[src/rtl/isa_pkg.sv]
// ISA-wide base types shared by the core and its caches.
package isa_pkg;
    typedef logic [31:0] word_t;
endpackage

[src/rtl/caches_pkg.sv]
// Instruction cache geometry, address-field widths, state and frame types.
// Geometry lives here so every cache file agrees on field widths.
package caches_pkg;
    typedef isa_pkg::word_t word_t;

    localparam int ICACHE_SETS        = 16;
    localparam int ICACHE_BLOCK_WORDS = 2;

    localparam int WOFF_W = $clog2(ICACHE_BLOCK_WORDS);
    localparam int IDX_W  = $clog2(ICACHE_SETS);
    localparam int TAG_W  = 32 - 2 - WOFF_W - IDX_W;
    // Counter keeps one bit even for single-word lines
    localparam int CNT_W  = (WOFF_W > 0) ? WOFF_W : 1;

    typedef logic [TAG_W-1:0] tag_t;
    typedef logic [IDX_W-1:0] idx_t;
    typedef logic [CNT_W-1:0] cnt_t;

    typedef enum logic {
        IDLE,
        REFILL
    } icache_state_t;

    typedef struct packed {
        logic valid;
        tag_t tag;
        word_t [ICACHE_BLOCK_WORDS-1:0] data;
    } icache_frame_t;

    function automatic word_t line_addr(
        input tag_t t,
        input idx_t i,
        input cnt_t c
    );
        word_t a;
        a = '0;
        a[31 -: TAG_W] = t;
        a[2+WOFF_W +: IDX_W] = i;
        if (WOFF_W > 0) a[2 +: CNT_W] = c;
        return a;
    endfunction
endpackage

[src/rtl/icache_direct_mapped_if.sv]
// Fetch-side and memory-side signals of the instruction cache.
// slave = cache view, master = datapath/memory environment view.
interface icache_direct_mapped_if;
    import caches_pkg::*;

    logic  imemREN;
    word_t imemaddr;
    logic  ihit;
    word_t imemload;
    logic  iREN;
    word_t iaddr;
    logic  iwait;
    word_t iload;

    modport slave (
        input  imemREN, imemaddr, iwait, iload,
        output ihit, imemload, iREN, iaddr
    );

    modport master (
        output imemREN, imemaddr, iwait, iload,
        input  ihit, imemload, iREN, iaddr
    );
endinterface

[src/rtl/icache_refill_fsm.sv]
// Miss handling: latches the missing line and fetches it word by word,
// emitting per-word write strobes and a final line-install strobe.
module icache_refill_fsm
    import caches_pkg::*;
(
    input  logic  CLK,
    input  logic  RST,
    input  logic  miss,
    input  tag_t  req_tag,
    input  idx_t  req_idx,
    input  logic  iwait,
    output logic  iren,
    output word_t iaddr,
    output logic  busy,
    output logic  start,
    output logic  word_we,
    output logic  line_we,
    output tag_t  wr_tag,
    output idx_t  wr_idx,
    output cnt_t  wr_cnt
);
    localparam cnt_t LAST = cnt_t'(ICACHE_BLOCK_WORDS - 1);

    icache_state_t state_q, state_d;
    cnt_t cnt_q, cnt_d;
    tag_t mtag_q, mtag_d;
    idx_t midx_q, midx_d;

    always_ff @(posedge CLK or posedge RST) begin
        if (RST) begin
            state_q <= IDLE;
            cnt_q   <= '0;
            mtag_q  <= '0;
            midx_q  <= '0;
        end else begin
            state_q <= state_d;
            cnt_q   <= cnt_d;
            mtag_q  <= mtag_d;
            midx_q  <= midx_d;
        end
    end

    always_comb begin
        state_d = state_q;
        cnt_d   = cnt_q;
        mtag_d  = mtag_q;
        midx_d  = midx_q;
        iren    = 1'b0;
        iaddr   = '0;
        start   = 1'b0;
        word_we = 1'b0;
        line_we = 1'b0;
        unique case (state_q)
            IDLE: begin
                if (miss) begin
                    start   = 1'b1;
                    mtag_d  = req_tag;
                    midx_d  = req_idx;
                    cnt_d   = '0;
                    state_d = REFILL;
                end
            end
            REFILL: begin
                iren  = 1'b1;
                iaddr = line_addr(mtag_q, midx_q, cnt_q);
                if (!iwait) begin
                    word_we = 1'b1;
                    if (cnt_q == LAST) begin
                        line_we = 1'b1;
                        cnt_d   = '0;
                        state_d = IDLE;
                    end else begin
                        cnt_d = cnt_q + 1'b1;
                    end
                end
            end
            default: state_d = IDLE;
        endcase
    end

    assign busy   = (state_q == REFILL);
    assign wr_tag = mtag_q;
    assign wr_idx = midx_q;
    assign wr_cnt = cnt_q;
endmodule

[src/rtl/icache_direct_mapped.sv]
// Direct-mapped read-only instruction cache with zero-latency hits.
// Define ICACHE_PERF_EN to add saturating hit_count/miss_count outputs.
module icache_direct_mapped
    import caches_pkg::*;
(
    input logic CLK,
    input logic RST,
    icache_direct_mapped_if.slave bus
`ifdef ICACHE_PERF_EN
    ,
    output word_t hit_count,
    output word_t miss_count
`endif
);
    icache_frame_t frames [ICACHE_SETS];

    tag_t req_tag;
    idx_t req_idx;
    cnt_t req_woff;
    logic lookup;
    logic hit;
    logic busy;
    logic start;
    logic word_we;
    logic line_we;
    tag_t wr_tag;
    idx_t wr_idx;
    cnt_t wr_cnt;
    logic iren;
    word_t iaddr;
    logic unused_boff;

    assign req_tag = bus.imemaddr[31 -: TAG_W];
    assign req_idx = bus.imemaddr[2+WOFF_W +: IDX_W];
    assign unused_boff = ^bus.imemaddr[1:0];

    generate
        if (WOFF_W > 0) begin : g_woff
            assign req_woff = bus.imemaddr[2 +: CNT_W];
        end else begin : g_nowoff
            assign req_woff = '0;
        end
    endgenerate

    assign lookup = bus.imemREN
                  & frames[req_idx].valid
                  & (frames[req_idx].tag == req_tag);
    // Lookups are only honoured in IDLE; a refill masks every hit
    assign hit = lookup & ~busy;

    icache_refill_fsm u_fsm (
        .CLK     (CLK),
        .RST     (RST),
        .miss    (bus.imemREN & ~lookup),
        .req_tag (req_tag),
        .req_idx (req_idx),
        .iwait   (bus.iwait),
        .iren    (iren),
        .iaddr   (iaddr),
        .busy    (busy),
        .start   (start),
        .word_we (word_we),
        .line_we (line_we),
        .wr_tag  (wr_tag),
        .wr_idx  (wr_idx),
        .wr_cnt  (wr_cnt)
    );

    always_ff @(posedge CLK or posedge RST) begin
        if (RST) begin
            for (int i = 0; i < ICACHE_SETS; i++)
                frames[i].valid <= 1'b0;
        end else begin
            if (word_we)
                frames[wr_idx].data[wr_cnt] <= bus.iload;
            if (line_we) begin
                frames[wr_idx].tag   <= wr_tag;
                frames[wr_idx].valid <= 1'b1;
            end
        end
    end

    assign bus.ihit     = hit;
    assign bus.imemload = hit ? frames[req_idx].data[req_woff] : '0;
    assign bus.iREN     = iren;
    assign bus.iaddr    = iaddr;

`ifdef ICACHE_PERF_EN
    always_ff @(posedge CLK or posedge RST) begin
        if (RST) begin
            hit_count  <= '0;
            miss_count <= '0;
        end else begin
            if (hit && hit_count != '1)
                hit_count <= hit_count + 1'b1;
            if (start && miss_count != '1)
                miss_count <= miss_count + 1'b1;
        end
    end
`endif
endmodule
[src/flat_wrapper.sv]
// flat-port wrapper written by rule: the top's interface ports become plain ports
module icache_direct_mapped_flat import caches_pkg::*;
  (CLK, RST, bus_imemREN, bus_imemaddr, bus_iwait, bus_iload, bus_ihit, bus_imemload, bus_iREN, bus_iaddr);
  icache_direct_mapped_if bus_i ();
  input logic CLK;
  input logic RST;
  input wire logic [$bits(bus_i.imemREN)-1:0] bus_imemREN;
  input wire logic [$bits(bus_i.imemaddr)-1:0] bus_imemaddr;
  input wire logic [$bits(bus_i.iwait)-1:0] bus_iwait;
  input wire logic [$bits(bus_i.iload)-1:0] bus_iload;
  output wire logic [$bits(bus_i.ihit)-1:0] bus_ihit;
  output wire logic [$bits(bus_i.imemload)-1:0] bus_imemload;
  output wire logic [$bits(bus_i.iREN)-1:0] bus_iREN;
  output wire logic [$bits(bus_i.iaddr)-1:0] bus_iaddr;
  assign bus_i.imemREN = bus_imemREN;
  assign bus_i.imemaddr = bus_imemaddr;
  assign bus_i.iwait = bus_iwait;
  assign bus_i.iload = bus_iload;
  assign bus_ihit = bus_i.ihit;
  assign bus_imemload = bus_i.imemload;
  assign bus_iREN = bus_i.iREN;
  assign bus_iaddr = bus_i.iaddr;
  icache_direct_mapped u_core (.CLK(CLK), .RST(RST), .bus(bus_i));
endmodule
[config.mk]
export PLATFORM = sky130hd
export DESIGN_NAME = icache_direct_mapped_flat
export DESIGN_NICKNAME = d
export VERILOG_FILES = /design/src/rtl/isa_pkg.sv /design/src/rtl/caches_pkg.sv /design/src/rtl/icache_direct_mapped_if.sv /design/src/rtl/icache_refill_fsm.sv /design/src/rtl/icache_direct_mapped.sv /design/src/flat_wrapper.sv
export SDC_FILE = /design/constraint.sdc
export NUM_CORES = 1
export LEC_CHECK = 0
export ABC_AREA = 1
export CELL_PAD_IN_SITES_DETAIL_PLACEMENT = 0
export CELL_PAD_IN_SITES_GLOBAL_PLACEMENT = 1
export CORE_MARGIN = 1.5
export CORE_UTILIZATION = 35
export DETAILED_ROUTE_END_ITERATION = 16
export GPL_ROUTABILITY_DRIVEN = 1
export GPL_TIMING_DRIVEN = 0
export PLACE_DENSITY_LB_ADDON = 0.1
export SLEW_MARGIN = 20
export SYNTH_ARGS = -nofsm -noshare
export SYNTH_HDL_FRONTEND = slang
export SYNTH_SLANG_ARGS = --single-unit
[constraint.sdc]
create_clock -name CLK -period 4.24 [get_ports CLK]
set_input_delay 0.848 -clock CLK [delete_from_list [all_inputs] [get_ports CLK]]
set_output_delay 0.848 -clock CLK [all_outputs]
set_load 0.02 [all_outputs]
==> flow_summary.yaml <==
run_status:
  status: "finished, violations left"
  failed_checks: "negative setup slack"
finish:
  synthToLayoutAreaGrowth_pct: 23.7
  layout-drive-gt1-share_pct: 16.2
  fill_cells: 16500
  final_cell_mix: "edfxtp_1, nand2_1, nor2_1"
  layout_commonest_cell: "edfxtp_1"
  final_nets: 5794
  instances_no_fill: 8186
route:
  post_drt_wl_per_cell_um: 32.9
  drc_errors: 0
  antenna_left: 0
  vias: 45700
  finalWirelength_um: 270000
  drt_iter0_markers: 6098
  vias_per_cell: 5.58
  drt-pass1-iter-count: 6
floorplan:
  die_area_um2: 178000
  core_area_um2: 174000
  rows: 153
  die_y_um: 421
  initial_core_util_pct: 35.3
  ios: 134
  die_w_um: 421
pwr:
  internal_power_uw: 25900
  pwr-share-clk_pct: 39.7
  seqPwrFrac_pct: 45.7
  netSwitchingFraction_pct: 28.3
  leakage_uw: 0.0268
  power_uw: 36100
  vdd_drop_max_v: 0.000435
  switching_power_uw: 10200
  power_frac_comb_pct: 14.6
  power_per_cell_area_nw_per_um2: 477
global_route:
  grt_pass1_wl_um: 365000
  antenna_found_initial: 8
  grt_max_degree: 33
  grt.overflow.total: 0
  grtUsageTotal_pct: 29.8
  grt_pass1_vias: 43200
synthesis:
  ys_types: 28
  avgSynthCellArea_um2: 11.6
  synth-seq-area-share_pct: 71.7
  synthTopCellsByArea: "edfxtp_1, nand2_1, a21oi_1"
  synthCells: 5300
  ys_ff_latch: 1471
  yosysWarnings: 0
  synth.cell_area_um2: 61300
  yosys.area.top_type: "edfxtp_1"
  yosys.area.top_type_share_pct: 69.8
hold_path:
  min_from: "bus_iload[30]"
  holdCritPathClass: "in2reg"
placed_design:
  place.gp.congestion: 0.927
  dpl.cell_count: 7859
  hpwl_um: 184000
  io_buffers: 125
sta:
  clock_skew_ns: 0.0221
  rsz0062_at_grt: "true"
  finalSetupViolCount: 32
  maxSlewHeadroom_pct: 13.6
  worstMarginPinSlew_ns: 1.30
  fin_crit_ns: 4.49
  hold_violations: 0
  fmaxAchievable_mhz: 223
  finalMaxSlewViolations: 0
  finalCritPeriodShare_pct: 106
  setup_slack_ns: -0.252
setup_path:
  cp_num_buf_inv: 5
  crit_start: "bus_imemaddr[5]"
  crit_chain: "buf_2, clkbuf_4, clkbuf_4, buf_2, nor2_1, o311ai_2, o31ai_2, nor2_4, buf_6"
  crit_path_start_kind: "input pin"
  arrival_ns: 3.64
  r2r_start: "u_core.u_fsm.busy"
  rrSetupSlack_ns: 0.05
  worst-setup-path-type: "in2out"
  crit_family: "buffers and inverters"
  critPathSlowestCell: "o311ai_2"
  cp_max_fo: 10
  endpoint_kind: "output pin"
  crit_path_max_incr_delay_ns: 0.50
  required_ns: 3.39
cts:
  numClockSinks: 1471
  h-tree-depth: 4
  clockBufferDepth: 3
  hold_buffers: 0
  cts_root_buf: "clkbuf_16"
  cts_made_buffers: 165
  cts.clk_slew.worst_paths_ns: 0.06
  cts_tree: "yes"
  clk_latency_ns: 0.82
run:
  cap_violations: 0
## cell families after synthesis
group                  Yosys count  share of synthesized area [%]
AND/OR/NAND/NOR               2210                           14.2
flip-flops                    1471                           71.7
other                            1                        0.00612
AO/OA/AOI/OAI                 1029                           10.2
buffers and inverters          589                           3.96
## layer usage
metal,vias up,track usage (%),routed length [um]
met5,-,0,0
met4,0,12.6,12800
met3,478,4.43,20900
met2,2193,47.7,125000
met1,23300,40.4,111000
li1,19700,-,-
## area by class of cell
class                           instances  area, um2  share of cell area (%)
Clock buffer                          226       4480                    5.91
Multi-Input combinational cell       3241      16400                    21.7
Timing Repair Buffer                  257       3570                    4.71
Timing Repair inverter                  1       5.00                 0.00660
Buffer                                387       2910                    3.83
Clock inverter                         74        801                    1.06
Sequential cell                      1471      43900                    57.9
Antenna cell                            2       5.00                 0.00660
Tap cell                             2325       2910                    3.84
Inverter                              202        774                    1.02
## path summary, 6_finish.rpt
check	to	cells after the start
max	bus_imemload[15]	9
min	u_core.frames[1232]	1
max reg2reg	u_core.frames[172]	8
min reg2reg	u_core.frames[989]	2
max in group asynchronous	u_core.u_fsm.wr_tag[1]	3
min in group asynchronous	u_core.u_fsm.wr_tag[4]	2
## power groups by stage
| stage | logic (uW) | registers (uW) | clock network [uW] |
|---|---|---|---|
| after floorplan | 2240 | 16800 | 0 |
| after global placement | 4660 | 16900 | 0 |
| after detailed placement | 4890 | 16800 | 0 |
| after CTS | 5140 | 16500 | 14500 |
| after global routing | 5490 | 16600 | 15000 |
| final | 5260 | 16500 | 14400 |
## timing repair
item                                    in CTS  in global routing
buffers inserted                            10                  8
cloned                                       1                  6
resized for setup                          777                162
pin swaps                                   20                 36
endpoints found under the setup margin     449                 59
## per-stage QoR
| stage | worst slack [ns] | util, % | hold slack (ns) | instance area [um2] | TNS (ns) |
|---|---|---|---|---|---|
| after floorplan | 0.128 | - | 0.423 | 61400 | 0 |
| after global placement | -3.87 | 37.7 | 0.437 | 65500 | -3935.34 |
| after detailed placement | -3.22 | 39.0 | 0.440 | 67800 | -746.62 |
| after CTS | -0.253 | 43.2 | 0.236 | 75000 | -5.74 |
| after global routing | -0.221 | 43.6 | 0.262 | 75800 | -5.53 |
| final | -0.252 | 43.6 | 0.285 | 75800 | -4.44 |
## flip-flops by register name (all words and copies together), names as in the netlist
name                 flops
u_core.frames         1440
u_core.u_fsm.wr_tag     25
u_core.u_fsm.wr_idx      4
u_core.u_fsm.busy        1
u_core.u_fsm.wr_cnt      1
## cells in the mapped netlist (all sizes together)
master,number
edfxtp,1424
o21ai,111
nand4,8
nand2,1198
a221oi,52
inv,201
o211ai,46
o21a,12
a32oi,12
a21oi,564
dfrtp,47
conb,1
nand3,284
clkinv,1
a22oi,148
o31ai,32
nor2,704
or2,2
clkbuf,237
nor3,14
o311ai,20
a221o,32
buf,150
Note: power is estimated with default switching activity, not from simulation.
